===== src/rtl/fir_ctrl_if.sv =====
// Controller-side bundle: upstream tuple handshake, FIR engine strobes and the
// downstream sample handshake. master = the sequencer, slave = its surroundings.
interface fir_ctrl_if;
  logic        s_valid;
  logic        s_ready;
  logic [15:0] s_x;
  logic [15:0] s_a;
  logic [15:0] s_err;
  logic [15:0] mu;
  logic        adapt_en;
  logic        fir_go;
  logic [15:0] fir_x;
  logic [15:0] fir_a;
  logic [15:0] fir_wadj;
  logic [15:0] fir_out_sample;
  logic        fir_out_valid;
  logic        fir_done;
  logic        m_valid;
  logic        m_ready;
  logic [15:0] m_data;

  modport master (
    input  s_valid, s_x, s_a, s_err, mu, adapt_en,
    input  fir_out_sample, fir_out_valid, fir_done, m_ready,
    output s_ready, fir_go, fir_x, fir_a, fir_wadj, m_valid, m_data
  );

  modport slave (
    output s_valid, s_x, s_a, s_err, mu, adapt_en,
    output fir_out_sample, fir_out_valid, fir_done, m_ready,
    input  s_ready, fir_go, fir_x, fir_a, fir_wadj, m_valid, m_data
  );
endinterface


===== src/rtl/fir_ctrl.sv =====
// Sample-rate sequencer for the adaptive FIR: accepts a tuple, forms the Q15 LMS
// step mu*e, fires the engine once, waits (with watchdog) and hands the result on.
module fir_ctrl #(
  parameter int TIMEOUT = 1023,
  parameter int CNT_W   = 16
) (
  input  logic             clk,
  input  logic             rst_n,
  fir_ctrl_if.master       bus,
  output logic             busy,
  output logic             timeout_pulse,
  output logic [7:0]       timeout_cnt,
  output logic [CNT_W-1:0] sample_cnt
);

  localparam logic [2:0] IDLE = 3'd0;
  localparam logic [2:0] CALC = 3'd1;
  localparam logic [2:0] GO   = 3'd2;
  localparam logic [2:0] WAIT = 3'd3;
  localparam logic [2:0] OUT  = 3'd4;

  localparam logic [15:0] WDOG_LAST = 16'(TIMEOUT - 1);

  logic [2:0]         state_q, state_d;
  logic               readyEn_q;
  logic [15:0]        x_q, a_q;
  logic signed [15:0] mu_q, err_q;
  logic               adapt_q;
  logic [15:0]        wdog_q, wdog_d;
  logic [15:0]        mData_q, mData_d;
  logic [7:0]         timeoutCnt_q, timeoutCnt_d;
  logic [CNT_W-1:0]   sampleCnt_q, sampleCnt_d;
  logic               accept;
  logic               abort;
  logic signed [31:0] prod;
  logic signed [31:0] shifted;
  logic [15:0]        wadjSat;

  assign accept = bus.s_valid && bus.s_ready;
  assign abort  = (state_q == WAIT) && !bus.fir_done && (wdog_q == WDOG_LAST);

  // Floor-shifted Q15 product; only (-1)*(-1) can exceed the positive range.
  always_comb begin
    prod    = 32'(mu_q) * 32'(err_q);
    shifted = prod >>> 15;
    if (shifted > 32'sd32767) begin
      wadjSat = 16'h7FFF;
    end else if (shifted < -32'sd32768) begin
      wadjSat = 16'h8000;
    end else begin
      wadjSat = shifted[15:0];
    end
  end

  always_comb begin
    state_d      = state_q;
    wdog_d       = wdog_q;
    mData_d      = mData_q;
    timeoutCnt_d = timeoutCnt_q;
    sampleCnt_d  = sampleCnt_q;
    case (state_q)
      IDLE: begin
        if (accept) state_d = CALC;
      end
      CALC: state_d = GO;
      GO: begin
        wdog_d  = '0;
        state_d = WAIT;
      end
      WAIT: begin
        wdog_d = wdog_q + 16'd1;
        if (bus.fir_out_valid) mData_d = bus.fir_out_sample;
        if (bus.fir_done) begin
          state_d = OUT;
        end else if (abort) begin
          state_d = IDLE;
          if (timeoutCnt_q != 8'hFF) timeoutCnt_d = timeoutCnt_q + 8'd1;
        end
      end
      OUT: begin
        if (bus.m_ready) begin
          sampleCnt_d = sampleCnt_q + 1'b1;
          state_d     = IDLE;
        end
      end
      default: state_d = IDLE;
    endcase
  end

  // readyEn_q keeps s_ready low while reset is held and for the first edge after.
  always_ff @(posedge clk or negedge rst_n) begin
    if (!rst_n) begin
      state_q      <= IDLE;
      readyEn_q    <= 1'b0;
      x_q          <= '0;
      a_q          <= '0;
      mu_q         <= '0;
      err_q        <= '0;
      adapt_q      <= 1'b0;
      wdog_q       <= '0;
      mData_q      <= '0;
      timeoutCnt_q <= '0;
      sampleCnt_q  <= '0;
    end else begin
      state_q      <= state_d;
      readyEn_q    <= 1'b1;
      wdog_q       <= wdog_d;
      mData_q      <= mData_d;
      timeoutCnt_q <= timeoutCnt_d;
      sampleCnt_q  <= sampleCnt_d;
      if (accept) begin
        x_q     <= bus.s_x;
        a_q     <= bus.s_a;
        mu_q    <= bus.mu;
        err_q   <= bus.s_err;
        adapt_q <= bus.adapt_en;
      end
    end
  end

  assign bus.s_ready  = readyEn_q && (state_q == IDLE);
  assign bus.fir_go   = (state_q == GO);
  assign bus.fir_x    = x_q;
  assign bus.fir_a    = a_q;
  assign bus.fir_wadj = adapt_q ? wadjSat : 16'h0000;
  assign bus.m_valid  = (state_q == OUT);
  assign bus.m_data   = mData_q;
  assign busy          = (state_q != IDLE);
  assign timeout_pulse = abort;
  assign timeout_cnt   = timeoutCnt_q;
  assign sample_cnt    = sampleCnt_q;

endmodule


===== src/flat_wrapper.sv =====
// flat-port wrapper written by rule: the top's interface ports become plain ports
module fir_ctrl_flat 
#(
  parameter int TIMEOUT = 1023,
  parameter int CNT_W   = 16
)
  (clk, rst_n, busy, timeout_pulse, timeout_cnt, sample_cnt, bus_s_valid, bus_s_x, bus_s_a, bus_s_err, bus_mu, bus_adapt_en, bus_fir_out_sample, bus_fir_out_valid, bus_fir_done, bus_m_ready, bus_s_ready, bus_fir_go, bus_fir_x, bus_fir_a, bus_fir_wadj, bus_m_valid, bus_m_data);
  fir_ctrl_if bus_i ();
  input  logic clk;
  input  logic rst_n;
  output logic busy;
  output logic timeout_pulse;
  output logic [7:0] timeout_cnt;
  output logic [CNT_W-1:0] sample_cnt;
  input wire logic [$bits(bus_i.s_valid)-1:0] bus_s_valid;
  input wire logic [$bits(bus_i.s_x)-1:0] bus_s_x;
  input wire logic [$bits(bus_i.s_a)-1:0] bus_s_a;
  input wire logic [$bits(bus_i.s_err)-1:0] bus_s_err;
  input wire logic [$bits(bus_i.mu)-1:0] bus_mu;
  input wire logic [$bits(bus_i.adapt_en)-1:0] bus_adapt_en;
  input wire logic [$bits(bus_i.fir_out_sample)-1:0] bus_fir_out_sample;
  input wire logic [$bits(bus_i.fir_out_valid)-1:0] bus_fir_out_valid;
  input wire logic [$bits(bus_i.fir_done)-1:0] bus_fir_done;
  input wire logic [$bits(bus_i.m_ready)-1:0] bus_m_ready;
  output wire logic [$bits(bus_i.s_ready)-1:0] bus_s_ready;
  output wire logic [$bits(bus_i.fir_go)-1:0] bus_fir_go;
  output wire logic [$bits(bus_i.fir_x)-1:0] bus_fir_x;
  output wire logic [$bits(bus_i.fir_a)-1:0] bus_fir_a;
  output wire logic [$bits(bus_i.fir_wadj)-1:0] bus_fir_wadj;
  output wire logic [$bits(bus_i.m_valid)-1:0] bus_m_valid;
  output wire logic [$bits(bus_i.m_data)-1:0] bus_m_data;
  assign bus_i.s_valid = bus_s_valid;
  assign bus_i.s_x = bus_s_x;
  assign bus_i.s_a = bus_s_a;
  assign bus_i.s_err = bus_s_err;
  assign bus_i.mu = bus_mu;
  assign bus_i.adapt_en = bus_adapt_en;
  assign bus_i.fir_out_sample = bus_fir_out_sample;
  assign bus_i.fir_out_valid = bus_fir_out_valid;
  assign bus_i.fir_done = bus_fir_done;
  assign bus_i.m_ready = bus_m_ready;
  assign bus_s_ready = bus_i.s_ready;
  assign bus_fir_go = bus_i.fir_go;
  assign bus_fir_x = bus_i.fir_x;
  assign bus_fir_a = bus_i.fir_a;
  assign bus_fir_wadj = bus_i.fir_wadj;
  assign bus_m_valid = bus_i.m_valid;
  assign bus_m_data = bus_i.m_data;
  fir_ctrl #(.TIMEOUT(TIMEOUT), .CNT_W(CNT_W)) u_core (.clk(clk), .rst_n(rst_n), .bus(bus_i), .busy(busy), .timeout_pulse(timeout_pulse), .timeout_cnt(timeout_cnt), .sample_cnt(sample_cnt));
endmodule

===== config.mk =====
export PLATFORM = sky130hd
export DESIGN_NAME = fir_ctrl_flat
export DESIGN_NICKNAME = d
export VERILOG_FILES = /design/src/rtl/fir_ctrl_if.sv /design/src/rtl/fir_ctrl.sv /design/src/flat_wrapper.sv
export SDC_FILE = /design/constraint.sdc
export NUM_CORES = 1
export LEC_CHECK = 0
export BUFFER_PORTS_ARGS = -buffer_cell sky130_fd_sc_hd__buf_4
export CAP_MARGIN = 20
export CORE_ASPECT_RATIO = 1.1
export CORE_MARGIN = 5
export CORE_UTILIZATION = 38
export CTS_BUF_LIST = sky130_fd_sc_hd__clkbuf_2
export CTS_CLUSTER_DIAMETER = 150
export CTS_CLUSTER_SIZE = 8
export DETAILED_ROUTE_END_ITERATION = 16
export PLACE_DENSITY_LB_ADDON = 0.08
export SETUP_SLACK_MARGIN = 0.02
export SYNTH_ARGS = -nofsm -noshare
export SYNTH_HDL_FRONTEND = slang
export SYNTH_SLANG_ARGS = --single-unit
export TNS_END_PERCENT = 20

===== constraint.sdc =====
create_clock -name clk -period 6.7 [get_ports clk]
set_input_delay 0.335 -clock clk [delete_from_list [all_inputs] [get_ports clk]]
set_output_delay 0.335 -clock clk [all_outputs]
set_load 0.02 [all_outputs]

# --- Word-level counts from Yosys, hierarchy flattened ---
# Index checks and enable logic that the tools add are counted.
# W data, S select, Z words.
classes:
  addsub: 3
  multipliers: 1
  n_lt_le_gt_ge: 2
  eq_ne: 9
  muxes: 9
  bitwise_logic: 1
  reduce_logical: 12
ops:
  columns: ["op", "n"]
  rows:
  - ["$mux W16", 3]
  - ["$add A16 B1 Y16 const B", 2]
  - ["$mul A16 B16 Y32", 1]
  - ["$pmux W16 S2", 1]
  - ["$gt A17 B16 Y1 const B", 1]
  - ["$lt A17 B16 Y1 const B", 1]
  - ["$eq A16 B10 Y1 const B", 1]
  - ["$pmux W3 S5", 1]
  - ["$mux W3", 4]
  - ["$add A8 B1 Y8 const B", 1]
  - ["$ne A8 B8 Y1 const B", 1]
  - ["$eq A3 B2 Y1 const B", 2]
  - ["$logic_and A1 B1 Y1", 4]
  - ["$reduce_and A2 Y1", 2]
  - ["$reduce_and A4 Y1", 1]
  - ["$eq A3 B1 Y1 const B", 1]
  - ["$eq A3 B3 Y1 const B", 1]
  - ["$logic_not A3 Y1", 1]
  - ["$ne A3 B3 Y1 const B", 1]
  - ["$reduce_and A3 Y1", 1]
  - ["$reduce_bool A3 Y1", 1]
  - ["$ne A2 B1 Y1 const B", 1]
  - ["$ne A2 B2 Y1 const B", 1]
  - ["$reduce_bool A2 Y1", 1]
  - ["2 further kinds", 2]
totals:
  ff_bits: 125
  input_bits: 87
  out_inout_bits: 93
  elab_cells: 48

# --- Logic depth before layout (Yosys ltp) ---
depth:
  ltp_word: 6
  mapped_depth: 24
  ltp_nobuf: 22

# --- Worst setup path before layout ---
# OpenSTA, ideal clock, no wires.
synth_path:
  path_kind: "reg-to-output"
  from: "reg u_core.mu_q[15]"
  to: "out bus_fir_wadj[11]"
  arrival_time_ps: 6389
  t_required_ps: 6365
  slack_ps: -24
  path_stages_with_launch: 19
  n_path_buf: 1
  path_cell_list: "dfrtp_1 > clkbuf_1 > nand2_1 > inv_1 > fa_1 > fa_1 > fa_1 > fa_1 > fa_1 > fa_1 > ha_1 > a211oi_1 > o21ai_1 > a21o_1 > a21o_1 > o311a_1 > a211oi_2 > o31ai_1 > o21bai_1"
synth_via:
  elab_chain_cells: 5
  word_cells_on_any_way: 6
synth_rtl:
  columns: ["element", "line_no", "rtl"]
  rows:
  - ["start, declared", "fir_ctrl.sv:27", "logic signed [15:0] mu_q, err_q;"]
  - ["start signal, assigned", "fir_ctrl.sv:114", "mu_q <= bus.mu;"]
  - ["$mul A16 B16 Y32 *", "fir_ctrl.sv:44", "prod = 32'(mu_q) * 32'(err_q);"]
  - ["$lt A17 B16 Y1", "fir_ctrl.sv:48", "end else if (shifted < -32'sd32768) begin"]
  - ["$mux W16", "fir_ctrl.sv:48", null]
  - ["$mux W16 *", "fir_ctrl.sv:46", "if (shifted > 32'sd32767) begin"]
  - ["$mux W16 *", "fir_ctrl.sv:125", "assign bus.fir_wadj = adapt_q ? wadjSat : 16'h0000;"]
  - ["end, declared", "flat_wrapper.sv:29", "output wire logic [$bits(bus_i.fir_wadj)-1:0] bus_fir_wadj;"]
# Every way passes the cells marked *; elsewhere a longest branch is shown, timed or not.

# --- Worst setup path in the final report ---
layout_path:
  from: "reg u_core.err_q[6]"
  to: "out bus_fir_wadj[0]"
layout_via:
  elab_chain_cells: 5
  word_cells_on_any_way: 6
layout_rtl:
  columns: ["element", "line_no", "rtl"]
  rows:
  - ["start, declared", "fir_ctrl.sv:27", null]
  - ["start signal, assigned", "fir_ctrl.sv:115", "err_q <= bus.s_err;"]
  - ["$mul A16 B16 Y32 *", "fir_ctrl.sv:44", null]
  - ["$lt A17 B16 Y1", "fir_ctrl.sv:48", null]
  - ["$mux W16", "fir_ctrl.sv:48", null]
  - ["$mux W16 *", "fir_ctrl.sv:46", null]
  - ["$mux W16 *", "fir_ctrl.sv:125", null]
# Marks and branches as above.

==> results.cfg <==
[clock_network]
htreeDepth = 4
cts_buffers = 17
clk_latency_ns = 0.65
clockRootBuffer = clkbuf_2
cts_tree = built
clockBufferDepth = 2
clock_sinks = 125
clk_pin_slew_ns = 0.22

[layout]
syn_to_final_growth_pct = 31.61
multi_input_area_um2 = 10600
fillCellCount = 3582
regArea_um2 = 3158
fin_util_pct = 50.73
layout-drive-gt1-share_pct = 30.15
fin_nets = 2282

[global_routing]
antenna_found_initial = 2
grt_remaining_overflow = 0
grt_pass1_wl_um = 63220
grt_start_max_net_pins = 74
grt_util_all_layers_pct = 18.32
grt_pass1_vias = 12290

[synth]
yosysWarningCount = 0
synth_seq_cells = 125
post_synth.cell_area_avg_um2 = 10.25
synth_compound_area_share_pct = 4.002
ys_seq_area_share_pct = 21.20
yosysMostFrequentCell = inv_1
synthFlopType = dfrtp_1
syn-num-nets = 1871
yosys.area_share.simple_pct = 13.36
synthesis.area_um2 = 14760
synth_edf_count = 0
synth-async-reset-ratio_pct = 100.0
synthMuxAreaShare_pct = 6.393
yosysTopAreaCellShare_pct = 35.40
synth_top_family_by_area = adder cells
synth_cell_types = 55
synthTopCellsByArea = fa_1 (35%), dfrtp_1 (21%), inv_1 (7.8%), ha_1 (7.0%), mux2_2 (6.3%)
synthAdderAreaFrac_pct = 42.44
synth_top_area_cell = fa_1
syn_inst = 1440
synthTopCellsByCount = inv_1 (306), fa_1 (261), nand2_1 (155)
synthXorXnorAreaFrac_pct = 3.476

[floorplan]
start_util_pct = 38.55
row_count = 75
core_area_um2 = 38290
die_w_um = 197.9
dieArea_um2 = 42880
pin_count = 180
die_y_um = 216.7

[timing]
max_freq_mhz = 139.3
hold_viol_final = 0
max_slew_margin_pct = 37.60
fin_crit_ns = 7.179
fin_skew_ns = 0.03543
finalCritPeriodShare_pct = 107.2
rsz0062_at_grt = yes
maxSlewViolCount = 0
worstMarginPinSlew_ns = 0.9360
setup-violations-final = 16
fin_ws_ns = -0.4791

[setup_path]
cp_slowest_stage_delay_ns = 0.72
path_class = flip-flop to output port
ff2ff_path_depth = 4
crit_path_frequent_cell = fa_1
reg2reg_to = u_core.err_q[11]$_DFFE_PN0P_
critical_path.slowest_cell = fa_2
start_kind = flip-flop
crit_chain = buf_6 > nand2_4 > fa_1 > inv_2 > fa_2 > fa_1 > fa_1 > fa_1 > fa_1 > ha_4 > a21oi_2 > o21ai_1 > a21o_1 > a21o_1 > buf_6 > o311a_4 > a211oi_4 > buf_6 > a21o_1 > buf_6
cp.arrival_ns = 6.84
crit_required_ns = 6.36
reg2reg_slack_ns = 4.36
path_delay_family = adder cells
crit_buf_inv = 5
end_kind = output port
r2r-start = u_core.state_q[1]$_DFFE_PN0P_
path_max_fanout = 8

[placed_design]
dp_hpwl_um = 32090
dp_slack_ns = -0.3548
place.gp.congestion = 0.8282
io_buffers = 179

[detailed_routing]
drc = 0
drtAntennaViolNets = 0
viasPerCell = 4.604
dr.pass1.iters = 4
vias = 10890
post_drt_wl_per_cell_um = 16.20
drtIter0Drc = 375
wirelength_um = 38340

[run]
maxCapViolCount = 0

[status]
outcome = finished with violations
violations = setup timing

[worst_hold_path]
hp-class = input port to async pin
==> sequential cells by signal, summed over array words and instances (netlist names) <==
signal and flops:
u_core.bus.m_data 16, u_core.wdog_q 16, u_core.err_q 16, u_core.state_q 3, u_core.timeout_cnt 8, u_core.adapt_q 1, u_core.bus.fir_x 16, u_core.readyEn_q 1
u_core.bus.fir_a 16, u_core.sample_cnt 16, u_core.mu_q 16
==> worst max path at each step <==
stage	slack [ns]	endpoint	startpoint	depth (start not counted)
CTS	-0.53	bus_fir_wadj[0]	u_core.err_q[6]$_DFFE_PN0P_	20
detailed placement	-0.35	bus_fir_wadj[11]	u_core.err_q[2]$_DFFE_PN0P_	20
floorplan	0.07	bus_fir_wadj[11]	u_core.err_q[9]$_DFFE_PN0P_	23
global placement	-0.34	bus_fir_wadj[11]	u_core.mu_q[5]$_DFFE_PN0P_	22
finish	-0.48	bus_fir_wadj[0]	u_core.err_q[6]$_DFFE_PN0P_	20
global route	-0.81	bus_fir_wadj[6]	u_core.mu_q[15]$_DFFE_PN0P_	26
==> cells in the final DEF, fill, tap and decap left out, drive strengths merged, types with 3 or more instances in the layout <==
cell	instances
clkbuf	17
nor2	45
dlygate4sd3	85
clkinvlp	4
xnor2	34
fa	261
nor4b	3
xor2	22
nor3	12
nand2b	5
and3	11
inv	312
nand2	155
ha	83
nand3	16
mux2	82
a21oi	20
dfrtp	125
clkinv	5
a21o	22
and2	121
nand4	15
o31ai	3
a211oi	4
buf	356
o21ai	13
==> kinds of logic (layout without fill, tap and decap cells) <==
group	after synthesis	count (layout)
other cells	1	3
flops	125	125
xor+xnor	57	57
fa+ha+maj	344	344
compound gates	81	81
buf+inv	355	779
mux	84	84
simple gates	393	393
==> layout make-up <==
type | instances | share of cell area (%)
clock buffers | 17 | 0.4380
multi-input cells | 960 | 54.57
inverters | 306 | 5.913
clock inverters | 15 | 0.5733
well taps | 500 | 3.221
diodes | 2 | 0.02577
flip-flops and latches | 125 | 16.26
repair buffers | 441 | 19.00
==> through the flow <==
stage | TNS [ns] | instances | hold slack [ns] | cell area, µm²
final | -7.228 | 2366 | 0.2192 | 19420
after floorplan | 0 | 1440 | 0.03941 | 14760
after CTS | -8.097 | 2360 | 0.1670 | 19350
after detailed placement | -4.019 | 2218 | 0.4232 | 17690
after global placement | -3.901 | 2218 | 0.4226 | 17690
after global routing | -12.68 | 2366 | 0.1656 | 19420
==> repair_timing <==
item | in CTS | in global routing
setup endpoints to repair | 16 | 16
resized for setup | 100 | 14
endpoints found under the hold margin | 137 | 0
hold buffers | 85 | 0
buffers inserted | 25 | 4
gates cloned | 1 | 0
pin swaps | 54 | 10
==> layer usage <==
layer	vias to the layer above	track usage [%]	share of wire (%)
li1	5187	-	-
met4	0	4.178	1.9
met1	5487	23.60	41
met3	39	2.811	3.9
met5	-	0	0
met2	180	32.53	53
Power is not shown: default switching activity piles up to over one toggle a cycle in this logic, so the estimate is an artifact.
